## src/rtl/biu_mem_arbiter.sv

```systemverilog
// rtl/biu_mem_arbiter.sv - shares one BIU memory port between fetch and data requesters
// Data side wins conflicts; a starvation counter forces fetch progress and a timeout aborts hung accesses.
package biu_pkg;
    typedef enum logic [1:0] {BYTE = 2'd0, HALF = 2'd1, WORD = 2'd2} biu_size_t;
endpackage

module biu_mem_arbiter
    import biu_pkg::*;
#(
    parameter int XLEN         = 32,
    parameter int STARVE_LIMIT = 4,
    parameter int TIMEOUT      = 255
) (
    input  logic            clk,
    input  logic            rstn,
    input  logic            im_req,
    input  logic [XLEN-1:0] im_adr,
    output logic            im_ack,
    output logic [XLEN-1:0] im_q,
    output logic            im_err,
    input  logic            dm_req,
    input  logic [XLEN-1:0] dm_adr,
    input  logic [XLEN-1:0] dm_d,
    input  logic            dm_we,
    input  biu_size_t       dm_size,
    output logic            dm_ack,
    output logic [XLEN-1:0] dm_q,
    output logic            dm_err,
    output logic            mem_req,
    output logic [XLEN-1:0] mem_adr,
    output logic [XLEN-1:0] mem_d,
    output logic            mem_we,
    output biu_size_t       mem_size,
    input  logic            mem_ack,
    input  logic            mem_err,
    input  logic [XLEN-1:0] mem_q,
    output logic            mem_gnt_dm
);

    localparam int SW = (STARVE_LIMIT > 0) ? $clog2(STARVE_LIMIT + 1) : 1;
    localparam logic [SW-1:0] STARVE_MAX = SW'(STARVE_LIMIT);
    localparam int TW = (TIMEOUT > 0) ? $clog2(TIMEOUT + 1) : 1;
    localparam logic [TW-1:0] TMO_LAST = TW'((TIMEOUT > 0) ? TIMEOUT - 1 : 0);

    typedef enum logic [1:0] {IDLE, BUSY, RESP} state_t;

    state_t          r_state;
    state_t          w_state_nxt;
    logic [SW-1:0]   r_starve_cnt;
    logic [TW-1:0]   r_tmo_cnt;
    logic            r_mem_req;
    logic [XLEN-1:0] r_mem_adr;
    logic [XLEN-1:0] r_mem_d;
    logic            r_mem_we;
    biu_size_t       r_mem_size;
    logic            r_gnt_dm;
    logic [XLEN-1:0] r_im_q;
    logic            r_im_err;
    logic [XLEN-1:0] r_dm_q;
    logic            r_dm_err;
    logic            w_grant;
    logic            w_grant_dm;
    logic            w_done;
    logic            w_tmo;
    logic            w_tmo_hit;

    assign w_tmo_hit = (TIMEOUT != 0) && (r_tmo_cnt == TMO_LAST);

    always_ff @(posedge clk or negedge rstn) begin
        if (!rstn) r_state <= IDLE;
        else       r_state <= w_state_nxt;
    end

    always_comb begin
        w_state_nxt = r_state;
        w_grant     = 1'b0;
        w_grant_dm  = 1'b0;
        w_done      = 1'b0;
        w_tmo       = 1'b0;
        case (r_state)
            IDLE: begin
                if (dm_req || im_req) begin
                    w_grant     = 1'b1;
                    w_grant_dm  = dm_req && (!im_req || (r_starve_cnt < STARVE_MAX));
                    w_state_nxt = BUSY;
                end
            end
            BUSY: begin
                // A real completion in the expiry cycle takes precedence over the abort.
                if (mem_ack || mem_err) begin
                    w_done      = 1'b1;
                    w_state_nxt = RESP;
                end else if (w_tmo_hit) begin
                    w_tmo       = 1'b1;
                    w_state_nxt = RESP;
                end
            end
            RESP:    w_state_nxt = IDLE;
            default: w_state_nxt = IDLE;
        endcase
    end

    always_ff @(posedge clk or negedge rstn) begin
        if (!rstn) begin
            r_starve_cnt <= '0;
            r_tmo_cnt    <= '0;
            r_mem_req    <= 1'b0;
            r_mem_adr    <= '0;
            r_mem_d      <= '0;
            r_mem_we     <= 1'b0;
            r_mem_size   <= WORD;
            r_gnt_dm     <= 1'b0;
            r_im_q       <= '0;
            r_im_err     <= 1'b0;
            r_dm_q       <= '0;
            r_dm_err     <= 1'b0;
        end else begin
            if (w_grant) begin
                r_gnt_dm  <= w_grant_dm;
                r_mem_req <= 1'b1;
                r_tmo_cnt <= '0;
                if (w_grant_dm) begin
                    r_mem_adr    <= dm_adr;
                    r_mem_d      <= dm_d;
                    r_mem_we     <= dm_we;
                    r_mem_size   <= dm_size;
                    r_starve_cnt <= im_req ? r_starve_cnt + SW'(1) : '0;
                end else begin
                    r_mem_adr    <= im_adr;
                    r_mem_d      <= '0;
                    r_mem_we     <= 1'b0;
                    r_mem_size   <= WORD;
                    r_starve_cnt <= '0;
                end
            end
            if (w_done || w_tmo) begin
                r_mem_req <= 1'b0;
                if (r_gnt_dm) begin
                    r_dm_q   <= w_done ? mem_q : '0;
                    r_dm_err <= w_done ? mem_err : 1'b1;
                end else begin
                    r_im_q   <= w_done ? mem_q : '0;
                    r_im_err <= w_done ? mem_err : 1'b1;
                end
            end else if (r_state == BUSY) begin
                r_tmo_cnt <= r_tmo_cnt + TW'(1);
            end
        end
    end

    assign mem_req    = r_mem_req;
    assign mem_adr    = r_mem_adr;
    assign mem_d      = r_mem_d;
    assign mem_we     = r_mem_we;
    assign mem_size   = r_mem_size;
    assign mem_gnt_dm = r_gnt_dm;
    assign im_ack     = (r_state == RESP) && !r_gnt_dm;
    assign dm_ack     = (r_state == RESP) && r_gnt_dm;
    assign im_q       = r_im_q;
    assign im_err     = r_im_err;
    assign dm_q       = r_dm_q;
    assign dm_err     = r_dm_err;

endmodule

```

## config.mk

```make
export PLATFORM = sky130hd
export DESIGN_NAME = biu_mem_arbiter
export DESIGN_NICKNAME = d
export VERILOG_FILES = /design/src/rtl/biu_mem_arbiter.sv
export SDC_FILE = /design/constraint.sdc
export NUM_CORES = 1
export LEC_CHECK = 0
export ABC_AREA = 1
export CAP_MARGIN = 20
export CORE_MARGIN = 1.5
export CORE_UTILIZATION = 42
export CTS_CLUSTER_DIAMETER = 150
export DETAILED_ROUTE_END_ITERATION = 10
export PLACE_DENSITY = 0.84
export SLEW_MARGIN = 30
export SYNTH_ARGS = -nofsm -noshare
export SYNTH_HDL_FRONTEND = slang
export SYNTH_SLANG_ARGS = --single-unit
```

## constraint.sdc

```tcl
create_clock -name clk -period 1.85 [get_ports clk]
set_input_delay 0.4625 -clock clk [delete_from_list [all_inputs] [get_ports clk]]
set_output_delay 0.4625 -clock clk [all_outputs]
set_load 0.01 [all_outputs]
```

==> run_results.csv <==
group,metric,value,unit
run_status,outcome,"complete, no violations",
power,leakagePower,0.00439,uW
setup_path,cp_top_family,"buffers and inverters",
timing,setup_ws,0.0159,ns
timing,period_needed,1.83,ns
yosys,synth-seq-area-share,60.3,%
placed_design,dp.cells,1059,
setup_path,path_class,"register to primary output",
timing,slew_violations,0,
yosys,async_flop_share,100,%
floorplanning,initial_core_util,42.6,%
yosys,synth.top_cells.by_area,"dfrtp_1 60%, nand2_1 9.3%, a22o_1 4.9%, o21ai_1 4.6%, o21ai_0 4.5%",
detailed_routing,first_iter_violations,294,
yosys,synth_nets,746,
layout,area_growth_syn_to_layout,60.2,%
floorplanning,fp.dieH,124,um
yosys,synth_top_area_cell,"dfrtp_1",
setup_path,end_kind,"primary output",
placed_design,port_buffers,273,
setup_path,path_max_fanout,2,
layout,n_fill_cell,1075,
placed_design,routabilityCongestion,0.836,
yosys,yosys.cell_count.top_type,"nand2_1",
cts,clock_sinks,148,
setup_path,arrival,1.37,ns
floorplanning,core,14400,um^2
yosys,synthTopCellsByCount,"152 x nand2_1, 147 x dfrtp_1, 57 x o21ai_1",
cts,h-tree-depth,4,
setup_path,cp-start-kind,"register",
detailed_routing,dr.pass1.iters,5,
timing,finalSetupViolCount,0,
global_routing,overflow,0,
global_routing,antenna_found_initial,0,
detailed_routing,vias,5490,
yosys,synthesis.area,6140,um^2
layout,seqCellArea,3700,um^2
layout,final_net_count,1037,
timing,hold_viol,0,
power,ir_drop,777,uV
power,powerDensity,1720,nW/um^2
yosys,synth_edf_count,0,
global_routing,grt_pass1_wl,27400,um
yosys,synth_area_per_cell,10.1,um^2
global_routing,grt_pass1_vias,5373,
layout,num_antenna_cells,0,
setup_path,cp.buffers_inverters,1,
yosys,yosys_most_used_dff,"dfrtp_1",
detailed_routing,avgRoutedWirePerCell,16.5,um
floorplanning,fp-row-count,44,
cts,insertion_delay,0.42,ns
timing,max_freq,545,MHz
setup_path,cp_data_required_time,1.39,ns
placed_design,dpl.hpwl,13200,um
cts,cts_root_buf,"clkbuf_16",
detailed_routing,vias_per_cell,5.02,
detailed_routing,drc,0,
layout,fin_cells,1094,
setup_path,crit_chain,"clkdlybuf4s50_1",
hold_path,hold_path.class,"register to register",
floorplanning,boundaryPins,274,
floorplanning,design.die.area,15400,um^2
global_routing,grtUsageTotal,23.6,%
run,maxCapViolations,0,
layout,multiInputGateArea,2110,um^2
cts,cts.clk_slew.worst_paths,0.06,ns
yosys,synth_cells,606,
layout,drive_gt1_share,12.6,%
yosys,synth_top_cell_area_share,59.9,%
global_routing,grt_max_degree,44,
cts,cts_tree,"done",
timing,slew_headroom,74.3,%
yosys,synth_cell_type_count,27,
timing,fin_crit_sh,99.1,%
yosys,yosys_warnings,0,
detailed_routing,wl,18000,um
setup_path,slowest_delay,0.57,ns
setup_path,crit_slowest_cell,"clkdlybuf4s50_1",
floorplanning,die_x,124,um
timing,rsz0062_at_grt,"false",
cts,numCtsBuffers,17,
timing,final.setup_skew,0.00848,ns
timing,tightestPinTransition,0.385,ns
detailed_routing,ant_nets,0,
placed_design,pre_cts_ws,-0.121,ns
cts,clockBufferDepth,2,
yosys,ys_seq_elements,148,
==> report_power, final <==
group	internal, uW	leakage, uW	switching (uW)	total, uW
logic	4070	0.00218	3750	7820
registers	4740	0.00192	888	5630
clock network	2050	0.000280	1400	3450
==> metrics by stage <==
stage	utilization, %	TNS (ns)	total power [uW]	hold slack [ns]	instance area (um^2)
floorplan	-	0	9190	0.167	6140
global placement	63.9	-4.64	13300	0.400	9210
detailed placement	63.9	-7.76	13600	0.400	9210
CTS	68.1	0	17100	0.485	9820
global route	68.2	0	18000	0.494	9830
finish	68.2	0	16900	0.482	9830
==> routing by layer <==
metal	track usage [%]	part of all wire [%]	routed length, um
met5	0	0	0
met4	9.45	2.1	385
met3	7.88	9.2	1650
met2	40.5	51	9150
met1	27.3	38	6850
==> layout by cell type, fill, tap and decap left out, types with 10 or more instances in the layout <==
master             n
o21ai_0           55
dfrtp_1          147
clkbuf_16         17
o21ai_1           57
inv_1             11
o21ai_2           26
buf_4             29
nand2_1          152
a22o_1            34
nand3_1           10
clkdlybuf4s50_1  254
nor2_1            42
==> what timing repair did <==
| action | CTS | global route |
|---|---|---|
| hold buffers | 1 | 0 |
| endpoints found under the hold margin | 31 | 0 |
| pin swaps | 1 | 0 |
| setup endpoints to repair | 11 | 8 |
| setup buffers | 2 | 0 |
| resized for setup | 16 | 8 |
==> final timing paths <==
path,from,to,slack (ns),cells after the start
max in group asynchronous,rstn,im_q[18]$_DFFE_PN0P_,0.73,3
hold reg to reg,im_q[21]$_DFFE_PN0P_,im_q[21]$_DFFE_PN0P_,0.48,2
min in group asynchronous,rstn,dm_q[6]$_DFFE_PN0P_,0.55,2
hold / removal,im_q[21]$_DFFE_PN0P_,im_q[21]$_DFFE_PN0P_,0.48,2
setup reg to reg,r_state[0]$_DFFE_PN0P_,mem_adr[28]$_DFFE_PN0P_,0.18,7
setup / recovery,mem_d[28]$_DFFE_PN0P_,mem_d[28],0.02,1
==> cells by family (layout without fill, tap and decap cells) <==
family,Yosys count,in the layout,share of synthesized area (%)
buffers and inverters,55,359,5.46
adders and majority gates,3,3,0.611
and+or+nand+nor,220,220,14.8
AOI/OAI and AO/OA,175,175,18.0
muxes,1,1,0.163
DFF,148,148,60.3
xor gates and xnor gates,4,4,0.571
==> worst min-delay path, stage by stage, from the launching register on <==
cell	delay [ns]
dfrtp_1	0.34
nand2_1	0.06
o21ai_2	0.05
==> sequential cells by signal, summed over array words and instances, names as in the netlist <==
name	flops
dm_err	1
dm_q	32
im_err	1
im_q	32
mem_adr	32
mem_d	32
mem_gnt_dm	1
mem_req	1
mem_size	2
mem_we	1
r_starve_cnt	3
r_state	2
r_tmo_cnt	8
==> layout make-up <==
class                      instances  area share, %
sequential                       148           37.7
timing repair buffer             311           31.9
multi-input combinational        403           21.5
clock buffer                      20           4.54
tap                              184           2.34
clock inverter                    12           1.49
inverter                          16          0.611
Note: power is estimated with default switching activity, not from simulation.
